$ cat config.mk
export PLATFORM = sky130hd
export DESIGN_NAME = modinv_helper_final
export DESIGN_NICKNAME = d
export VERILOG_FILES = /design/src/rtl/modinv_helper_final.sv
export SDC_FILE = /design/constraint.sdc
export NUM_CORES = 1
export LEC_CHECK = 0
export ABC_AREA = 0
export CORE_MARGIN = 2
export CORE_UTILIZATION = 54
export DETAILED_ROUTE_END_ITERATION = 10
export PLACE_DENSITY_LB_ADDON = 0.25
export SKIP_CTS_REPAIR_TIMING = 1
export SLEW_MARGIN = 20
export SYNTH_ARGS = -nofsm -noshare
export SYNTH_HDL_FRONTEND = slang
export SYNTH_SLANG_ARGS = --single-unit
$ cat constraint.sdc
create_clock -name clk -period 13.93 [get_ports clk]
set_input_delay 4.179 -clock clk [delete_from_list [all_inputs] [get_ports clk]]
set_output_delay 4.179 -clock clk [all_outputs]
set_load 0.01 [all_outputs]
$ cat src/rtl/modinv_helper_final.sv
// ============================================================================
// modinv_helper_final
// Unloads the modular invertor: writes x = r mod q (r in [0, 2q)) by a
// compare-by-subtraction pass followed by a select-and-write pass.
// Revision: 1.0
// ============================================================================
`default_nettype none

module modinv_helper_final #(
  parameter int OPERAND_NUM_WORDS = 8,
  parameter int OPERAND_ADDR_BITS = 3,
  parameter int BUFFER_NUM_WORDS  = 9,
  parameter int BUFFER_ADDR_BITS  = 4
) (
  input  logic                         clk,
  input  logic                         rst_n,
  input  logic                         ena,
  output logic                         rdy,
  output logic [BUFFER_ADDR_BITS-1:0]  r_addr,
  input  logic [31:0]                  r_din,
  output logic [OPERAND_ADDR_BITS-1:0] q_addr,
  input  logic [31:0]                  q_din,
  output logic [OPERAND_ADDR_BITS-1:0] x_addr,
  output logic                         x_wren,
  output logic [31:0]                  x_dout
);

  localparam int CNT_W = BUFFER_ADDR_BITS + 1;
  localparam logic [CNT_W-1:0] N_LAST = CNT_W'(BUFFER_NUM_WORDS);
  localparam logic [CNT_W-1:0] M_LAST = CNT_W'(OPERAND_NUM_WORDS);

  typedef enum logic [1:0] {
    S_IDLE = 2'd0,
    S_CMP  = 2'd1,
    S_WR   = 2'd2
  } state_t;

  state_t                         state, state_nxt;
  logic [CNT_W-1:0]               cnt, cnt_nxt;
  logic                           borrow, borrow_nxt;
  logic                           sel, sel_nxt;
  logic                           q_hi, q_hi_nxt;
  logic [OPERAND_ADDR_BITS-1:0]   wr_idx;
  logic                           consume;
  logic [31:0]                    q_eff;
  logic [32:0]                    diff;

  // cnt is the address issued this cycle; the word consumed is cnt-1
  always_ff @(posedge clk or negedge rst_n) begin
    if (!rst_n) begin
      state  <= S_IDLE;
      cnt    <= '0;
      borrow <= 1'b0;
      sel    <= 1'b0;
      q_hi   <= 1'b0;
      wr_idx <= '0;
    end else begin
      state  <= state_nxt;
      cnt    <= cnt_nxt;
      borrow <= borrow_nxt;
      sel    <= sel_nxt;
      q_hi   <= q_hi_nxt;
      wr_idx <= cnt[OPERAND_ADDR_BITS-1:0];
    end
  end

  assign consume = (state != S_IDLE) && (cnt != '0);
  assign q_eff   = q_hi ? 32'd0 : q_din;
  assign diff    = {1'b0, r_din} - {1'b0, q_eff} - {32'd0, borrow};

  always_comb begin
    state_nxt  = state;
    cnt_nxt    = cnt;
    borrow_nxt = borrow;
    sel_nxt    = sel;
    q_hi_nxt   = (state == S_CMP) && (cnt >= M_LAST);
    rdy        = 1'b0;
    r_addr     = '0;
    q_addr     = '0;
    x_wren     = 1'b0;
    x_addr     = '0;
    x_dout     = 32'd0;

    case (state)
      S_IDLE: begin
        rdy = 1'b1;
        if (ena) begin
          state_nxt  = S_CMP;
          cnt_nxt    = '0;
          borrow_nxt = 1'b0;
        end
      end
      S_CMP: begin
        cnt_nxt = cnt + CNT_W'(1);
        if (cnt < N_LAST) r_addr = cnt[BUFFER_ADDR_BITS-1:0];
        if (cnt < M_LAST) q_addr = cnt[OPERAND_ADDR_BITS-1:0];
        if (consume) borrow_nxt = diff[32];
        if (cnt == N_LAST) begin
          sel_nxt    = ~diff[32];
          borrow_nxt = 1'b0;
          cnt_nxt    = '0;
          state_nxt  = S_WR;
        end
      end
      S_WR: begin
        cnt_nxt = cnt + CNT_W'(1);
        if (cnt < M_LAST) begin
          r_addr = BUFFER_ADDR_BITS'(cnt);
          q_addr = cnt[OPERAND_ADDR_BITS-1:0];
        end
        if (consume) begin
          borrow_nxt = diff[32];
          x_wren     = 1'b1;
          x_addr     = wr_idx;
          x_dout     = sel ? diff[31:0] : r_din;
        end
        if (cnt == M_LAST) begin
          cnt_nxt   = '0;
          state_nxt = S_IDLE;
        end
      end
      default: state_nxt = S_IDLE;
    endcase
  end

endmodule

`default_nettype wire

==> results of run 1 <==
==> cells by family (layout without fill, tap and decap cells) <==
| family | Yosys count | in the layout | share of synthesized area, % |
|---|---|---|---|
| flip-flops | 13 | 13 | 8.07 |
| AND/OR/NAND/NOR | 175 | 175 | 23.0 |
| multiplexers | 16 | 16 | 4.10 |
| XOR/XNOR | 25 | 25 | 5.43 |
| AO/OA/AOI/OAI | 143 | 143 | 24.1 |
| buffers and inverters | 129 | 222 | 13.2 |
| adder cells (fa/ha/maj) | 70 | 70 | 22.1 |
==> layer usage <==
| metal | part of all wire (%) | track usage [%] |
|---|---|---|
| met1 | 44 | 32.9 |
| met2 | 50 | 47.9 |
| met3 | 5.4 | 3.67 |
| met4 | 0.91 | 3.85 |
| met5 | 0 | 0 |
==> layout make-up <==
type | instances | area share (%)
sequential | 13 | 6.28
multi-input combinational | 429 | 61.2
tap | 99 | 2.39
clock buffer | 4 | 0.869
timing repair buffer | 113 | 21.7
inverter | 105 | 7.60
==> Yosys cell counts (4+ instances only) <==
library cell                 n  area (um^2)
sky130_fd_sc_hd__xor2_1     15          131
sky130_fd_sc_hd__nor3_1      4         20.0
sky130_fd_sc_hd__o31ai_1     5         37.5
sky130_fd_sc_hd__nand3_1    10         50.1
sky130_fd_sc_hd__nor2_1     36          135
sky130_fd_sc_hd__o211ai_1    4         30.0
sky130_fd_sc_hd__a31oi_1     7         43.8
sky130_fd_sc_hd__nor2b_1    36          225
sky130_fd_sc_hd__ha_1       68          851
sky130_fd_sc_hd__a211oi_1    8         60.1
sky130_fd_sc_hd__a21o_1     13         97.6
sky130_fd_sc_hd__nand2_1    42          158
sky130_fd_sc_hd__nand3b_1    5         37.5
sky130_fd_sc_hd__clkbuf_1   12         45.0
sky130_fd_sc_hd__dfrtp_1    13          325
sky130_fd_sc_hd__and3_1     11         68.8
sky130_fd_sc_hd__buf_2       4         20.0
sky130_fd_sc_hd__mux2i_1    12          120
sky130_fd_sc_hd__o21ai_0    34          170
sky130_fd_sc_hd__a21oi_1    36          180
sky130_fd_sc_hd__inv_1     104          390
sky130_fd_sc_hd__xnor2_1    10         87.6
sky130_fd_sc_hd__and2_1      5         31.3
sky130_fd_sc_hd__nand4_1     8         50.1
==> cell usage in the layout (no fill, tap or decap), types with 7 or more instances in the layout <==
master,netlist,final
sky130_fd_sc_hd__a211oi_1,8,8
sky130_fd_sc_hd__a21oi_1,36,36
sky130_fd_sc_hd__o21ai_0,34,34
sky130_fd_sc_hd__dfrtp_1,13,13
sky130_fd_sc_hd__clkdlybuf4s50_1,0,110
sky130_fd_sc_hd__nand3_1,10,10
sky130_fd_sc_hd__mux2i_1,12,12
sky130_fd_sc_hd__ha_1,68,68
sky130_fd_sc_hd__nand4_1,8,8
sky130_fd_sc_hd__nor2_1,36,36
sky130_fd_sc_hd__xnor2_1,10,10
sky130_fd_sc_hd__inv_1,104,104
sky130_fd_sc_hd__nand2_1,42,42
sky130_fd_sc_hd__xor2_1,15,15
sky130_fd_sc_hd__and3_1,11,11
sky130_fd_sc_hd__a21o_1,13,13
sky130_fd_sc_hd__nor2b_1,36,36
sky130_fd_sc_hd__a31oi_1,7,7
==> power by group through the flow <==
| stage | registers [uW] | clock network (uW) | logic, uW |
|---|---|---|---|
| floorplan | 53.8 | 0 | 232 |
| global placement | 61.1 | 0 | 312 |
| detailed placement | 62.5 | 0 | 319 |
| CTS | 61.8 | 34.1 | 323 |
| global route | 63.8 | 36.3 | 360 |
| finish | 61.7 | 33.6 | 326 |
==> through the flow <==
stage               util (%)  power (uW)  std cells  hold slack (ps)
floorplan                  -         286        571              451
global placement        70.8         373        759              495
detailed placement      70.8         381        759              501
CTS                     71.5         419        763              514
global route            71.5         460        763              530
finish                  71.5         422        763              519
==> critical path, cell delays in order <==
cell                              delay (ps)
sky130_fd_sc_hd__clkdlybuf4s50_1         380
sky130_fd_sc_hd__nor2b_1                 120
sky130_fd_sc_hd__ha_1                    300
sky130_fd_sc_hd__inv_1                    40
sky130_fd_sc_hd__ha_1                    460
sky130_fd_sc_hd__nand4_1                 190
sky130_fd_sc_hd__nor3_1                  290
sky130_fd_sc_hd__nand4_1                 160
sky130_fd_sc_hd__o221ai_2                400
sky130_fd_sc_hd__a31oi_1                 170
sky130_fd_sc_hd__mux2_2                  300
sky130_fd_sc_hd__o31ai_1                  80
sky130_fd_sc_hd__clkdlybuf4s50_1         600
==> worst paths after layout <==
path                                          from             endpoint  slack, ps  cells past startpoint
worst max-delay path                     q_din[15]           x_dout[25]       2060                     13
worst min-delay path            borrow$_DFFE_PN0P_   borrow$_DFFE_PN0P_        520                      2
worst max register to register      q_hi$_DFF_PN0_      sel$_DFFE_PN0P_      10520                     12
worst min register to register  borrow$_DFFE_PN0P_   borrow$_DFFE_PN0P_        520                      2
max in group asynchronous                    rst_n   borrow$_DFFE_PN0P_       9210                      1
min in group asynchronous                    rst_n  wr_idx[2]$_DFF_PN0_       4320                      1
==> flip-flops by register name, summed over array words and instances, names as in the netlist <==
name,flops
state,2
q_hi,1
wr_idx,3
cnt,5
borrow,1
sel,1
==> results.txt, run 1 <==
* Status: completed
- The first global-routing pass estimated 18.3 mm of wire.
* Net count, final: 802
- The filler cells instantiated in the layout total 608.
- Router iterations before antenna repair: 4
- Clock tree from TritonCTS: built
* Clk root buf: sky130_fd_sc_hd__clkbuf_8
* Startpoint types: input port
- Setup repair after global routing missed its margin: false
- Clock slew at reported path FFs: 50 ps
* Cell variety after synth: 67
* Post-synthesis instance area: 4030 um^2
* Fraction of final layout cells with drive strength greater than 1: 3.16%
* Worst clock skew on the final layout: 4.59 ps
- Of the total power, the clock network draws 8.0%.
- Fraction of power spent switching nets: 49.6%
- The final-report max-slew violation count came to 0.
- Area of placed instances: around 5000 um^2
* DR vias: approximately 4300
- Cell internal power dissipation: 212 uW
- TritonCTS created 3 clock buffers.
- Max-cap violations: 0
- In this run the worst path has a maximum fanout of 9.
- Number of port buffers: 110
- The multi-input combinational cells in the finished layout cover a total of 3170 um^2.
* Setup Total Neg Slack: 0 ps
- After routing the design area is 5180 um^2.
* Maximum buffer depth of the clock tree: 2
* Maximum number of pins on one net before global-route repair: 22
- After detailed routing, the number of remaining DRC violations is 0.
- Power spread over the standard cell area amounts to 81.4 nW/um^2.
- FF/Latch Area: 325 um^2
* Leftover overflow at the end of global routing: 0
- Area of the core region: 7250 um^2
- Once the floorplan was initialized, standard cells occupied a little under three fifths of the core.
- In this run the number of H-tree levels came out at 1.
* Final-report setup violation count: 0
- Achievable frequency: 0.0843 GHz
- Data arrival time at the worst-slack endpoint: 7690 ps
- After synthesis, the mean cell area works out to 7.06 um^2.
- For the pin with the worst max-slew slack, the measured transition is roughly 1100 ps.
- Die width: 90.4 um
- Detailed placer's ending HPWL: 8.75 mm
- Diodes inserted: 0
- Worst-Skew Late Latency: 240 ps
- Dividing the detail-routed via count by the number of cells gives ~5.7.
- Average wire per cell in the routed design: 14.4 um
- Area added between synthesis and finish: 28.7%
- Start-to-end type of the worst setup path: input port to primary output
- The die covers 8170 um^2.
* Std cell rows: 31
* Worst-case headroom to the max-slew limit: approximately 29%
- Wire length reported by the detailed router: around 11 mm
* Count of pins on the block boundary: 111
- Number of antenna-violating nets in the routed design: 0
- The clock drives 13 sinks.
* Final setup margin: 2060 ps
* Sequential-to-total area share from yosys stat: 8.07%
- The final count of hold timing violations is 0.
- Worst ir drop on vdd: 0.129 mV
* LEAKAGE: between 0.002 and 0.0025 uW
- Ratio of final minimum period to clock period: 85.2%
- Vertical die dimension: ~90 um
- Timing analysis after detailed placement gives a worst setup slack of 2080 ps.
- For the worst setup path, the data required time is 9750 ps.
- For this design the total switching power over the nets is roughly 210 uW.
- Logic gate share of total power: 77.4%
- The congestion estimate from routability-driven global placement came to 0.927.
* Number of register bits inferred by synthesis: 13
* Global-route usage over all layers: a little over a quarter
- The tightest min-delay check is of the flop to flop type.
- Subtracting the final worst setup slack from the clock period gives 11870 ps.
- The detailed router finished its first iteration with 201 violations.
- The number of antenna violations at the first check in global routing came to 0.
* Total nets after synthesis: 708
- Commonest register cell after synthesis: sky130_fd_sc_hd__dfrtp_1
- The number of global-route vias before repair was 4101.
* Number of enable-type register cells in the synthesized netlist: 0
- Sequential share of power: 14.6%
* Gate Count Post-Synth: 571
- The Yosys step of the flow raised 0 warnings.
- Critical path capture point type: primary output
- Asr flop ratio synth: 100%
Note: power is estimated with default switching activity, not from simulation.
==> run 2, diff against run 1 <==
Settings changed: CORE_UTILIZATION 54 to 29.
==> run 2 against run 1 <==
Sequential share of layout area fell by 0.16 points. Maximum frequency down 0.31%. Critical path type unchanged. Total power rose by 5.0%. Largest power group unchanged.
==> results.txt, run 2 (same netlist as run 1, synthesis figures left out) <==
* Leftover overflow at the end of global routing: 0 (unchanged)
- Number of clock buffers inserted by TritonCTS: 3 (unchanged)
- The detail-routed net length per standard cell was 14.0 um (-2.8%).
* Worst ir drop on vdd: 0.0766 mV (-41%)
- Data arrival time at the worst-slack endpoint: 7730 ps (+40 ps)
* Vias per inst: 4.91 (-13%)
- The total DRC errors in the routed layout came to 0 (unchanged).
- The worst register-to-register path ends at sel$_DFFE_PN0P_.
- Worst path cell trace: clkdlybuf4s50_1, nor2b_1, ha_1, inv_1, ha_1, a2111oi_0, o21ai_1, a41oi_1, nand2_1, a31oi_1, xor2_1, o21ai_0, clkdlybuf4s50_1
- Max FFs per register: 5 (unchanged)
- The largest individual stage delay along the critical path comes from the cell sky130_fd_sc_hd__clkdlybuf4s50_1.
- Slew @ Worst Pin: 1080 ps (+17.7 ps)
* Tmin final: 11910 ps (+37.0 ps)
- Detailed placer's ending HPWL: 9.41 mm (+7.6%)
- The number of placement rows is 43 (+39%).
- In this run the most critical hold path is launched from cnt[4]$_DFFE_PN0P_.
- Startpoint types: input port
- Cell family contributing the most delay on the critical path: compound AO/OA/AOI/OAI gates
- The maximum clock frequency was 0.0840 GHz (-0.31%).
- More flip-flops sit in one register than any other, and that register is cnt.
* Worst Path Required: 9750 ps (about the same)
- Final-report setup violation count: 0 (unchanged)
* Maximum buffer depth of the clock tree: 2 (unchanged)
* Setup Total Neg Slack: 0 ps (unchanged)
* Clock slew at reported path FFs: 50 ps (about the same)
* Diodes inserted: 0 (unchanged)
- The final-stage net count came to 802 (unchanged).
- Router iterations before antenna repair: 5 (+1)
- Tot Pwr: 443 uW (+5.0%)
- Compared with the post-synthesis result, the final layout area differs by 32.0%.
* Die width: 122 um (+35%)
- The run finished with clean final reports.
* Number of antenna-violating nets in the routed design: 0 (unchanged)
- Min-Delay Endpoint: cnt[4]$_DFFE_PN0P_
- Maximum number of pins on one net before global-route repair: 35 (+59%)
* LEAKAGE: 0.00248 uW (+0.63%)
- The max capacitance violation total came to 0 (unchanged).
- Fraction of final layout cells with drive strength greater than 1: 3.16% (unchanged)
- Vertical die dimension: 122 um (+35%)
- Filler Cell Count: 1466 (+140%)
* DRT iter0 DRCs: 126 (-37%)
- The combined flip-flop and latch cell area was 325 um^2 (unchanged).
- Max Slew Vio Count: 0 (unchanged)
* Worst clock skew on the final layout: 1.38 ps (-3.21 ps)
- The last weighted congestion value of the routability-driven placer came to 0.901 (-2.8%).
- The number of cells on the worst hold path came to 1 (-1).
* Power per cell area: 83.2 nW/um^2 (+2.3%)
* Total number of clock tree sinks: 13 (unchanged)
* Largest fanout on the critical path: 6 (-3)
- The length in cells of the worst reg-to-reg path was 12 (unchanged).
- The area of the multi-input gates is 3170 um^2 (unchanged).
* Htree depth: 1 (unchanged)
* DR vias: 4144 (-3.9%)
* Initial Utilization: 29.4% (-26 points)
* Global-route usage over all layers: 15.6% (-10 points)
- The portion of the clock cycle consumed by the worst path in the final layout was 85.5% (+0.27 points).
* Start-to-end type of the worst setup path: input port to primary output
- Critical path capture point type: primary output
- The number of antenna violations at the first check in global routing came to 1 (+1).
- Vias in the first global route: 4061 (-0.98%)
* WP buf/inv: 3 (unchanged)
- The minimum hold slack came to 513 ps (-6.08 ps).
* Area of the core region: 13700 um^2 (+89%)
- The clock latency reported for the late side of the worst-skew pair came to 240 ps (about the same).
- Commonest non-fill, non-tap cells in the layout: sky130_fd_sc_hd__clkdlybuf4s50_1, sky130_fd_sc_hd__inv_1, sky130_fd_sc_hd__ha_1
* Worst-case headroom to the max-slew limit: 27.9% (-1.2 points)
* First-pass GRT wire length: 19.2 mm (+4.5%)
* Largest stage delay, worst path: 570 ps (-30 ps)
* DIE AREA: 14900 um^2 (+82%)
* Setup repair after global routing missed its margin: false
- Clock tree from TritonCTS: built
- Worst Hold Class: flop to flop
* FF-to-FF setup slack: 10400 ps (-120 ps)
- Critical path depth in cells: 13 (unchanged)
* Final hold violation count: 0 (unchanged)
- Most common cell after layout, fill and taps aside: sky130_fd_sc_hd__clkdlybuf4s50_1
- The number of top-level pins is 111 (unchanged).
- Clk root buf: sky130_fd_sc_hd__clkbuf_16
* Registers with the most flip-flops: cnt x5, wr_idx x3, state x2
- Number of port buffers: 110 (unchanged)
- The sum of routed wire length over all layers came to 11.8 mm (+7.5%).
- The worst register-to-register path begins at q_hi$_DFF_PN0_.
==> run 2: cell types whose count changed in the layout (fill, tap and decap cells not counted) <==
cell                        delta
sky130_fd_sc_hd__clkbuf_16     +3
sky130_fd_sc_hd__clkbuf_8      -3
==> run 2: worst reg2reg max path, cell delays in order (launching register included) <==
cell and delay (ps):
sky130_fd_sc_hd__dfrtp_1 820, sky130_fd_sc_hd__buf_4 350, sky130_fd_sc_hd__nor2b_1 80, sky130_fd_sc_hd__ha_1 270, sky130_fd_sc_hd__inv_1 40, sky130_fd_sc_hd__ha_1 380, sky130_fd_sc_hd__a211oi_1 280, sky130_fd_sc_hd__o21bai_1 150
sky130_fd_sc_hd__a211oi_1 260, sky130_fd_sc_hd__o21ai_0 130, sky130_fd_sc_hd__nor3_1 190, sky130_fd_sc_hd__xnor2_1 170, sky130_fd_sc_hd__mux2_2 290
==> run 2: layout make-up <==
type / instances / area share (%)
timing repair buffer: 113 / 21.1
sequential: 13 / 6.12
multi-input combinational: 429 / 59.6
inverter: 105 / 7.41
clock buffer: 4 / 1.48
tap: 180 / 4.23
==> run 2: worst max path at each step <==
stage / from / to / slack (ps)
floorplan: q_din[15] / x_dout[30] / 3190
global placement: q_din[15] / x_dout[30] / 2050
detailed placement: q_din[11] / x_dout[28] / 2050
CTS: q_din[11] / x_dout[28] / 2040
global route: q_din[0] / x_dout[19] / 1840
finish: q_din[11] / x_dout[24] / 2020
==> run 2: routing by layer <==
metal  up-vias  wire length [um]  track usage [%]
met5         -                 0                0
li1       2137                 -                -
met3         8               586             1.64
met1      1903              5730             21.3
met4         0               119             2.23
met2        96              5360             27.0
==> run 2: power breakdown <==
group	internal, uW	switching [uW]
registers	47.4	9.83
clock network	38.6	15.7
logic	145	187
==> run 2: metrics by stage <==
step / std cells / utilization (%) / setup WS (ps) / area, um^2
final: 844 / 38.8 / 2020 / 5320
after floorplan: 571 / - / 3190 / 4030
after detailed placement: 840 / 38.2 / 2050 / 5240
after global routing: 844 / 38.8 / 1840 / 5320
after global placement: 840 / 38.2 / 2050 / 5240
after CTS: 844 / 38.8 / 2040 / 5320
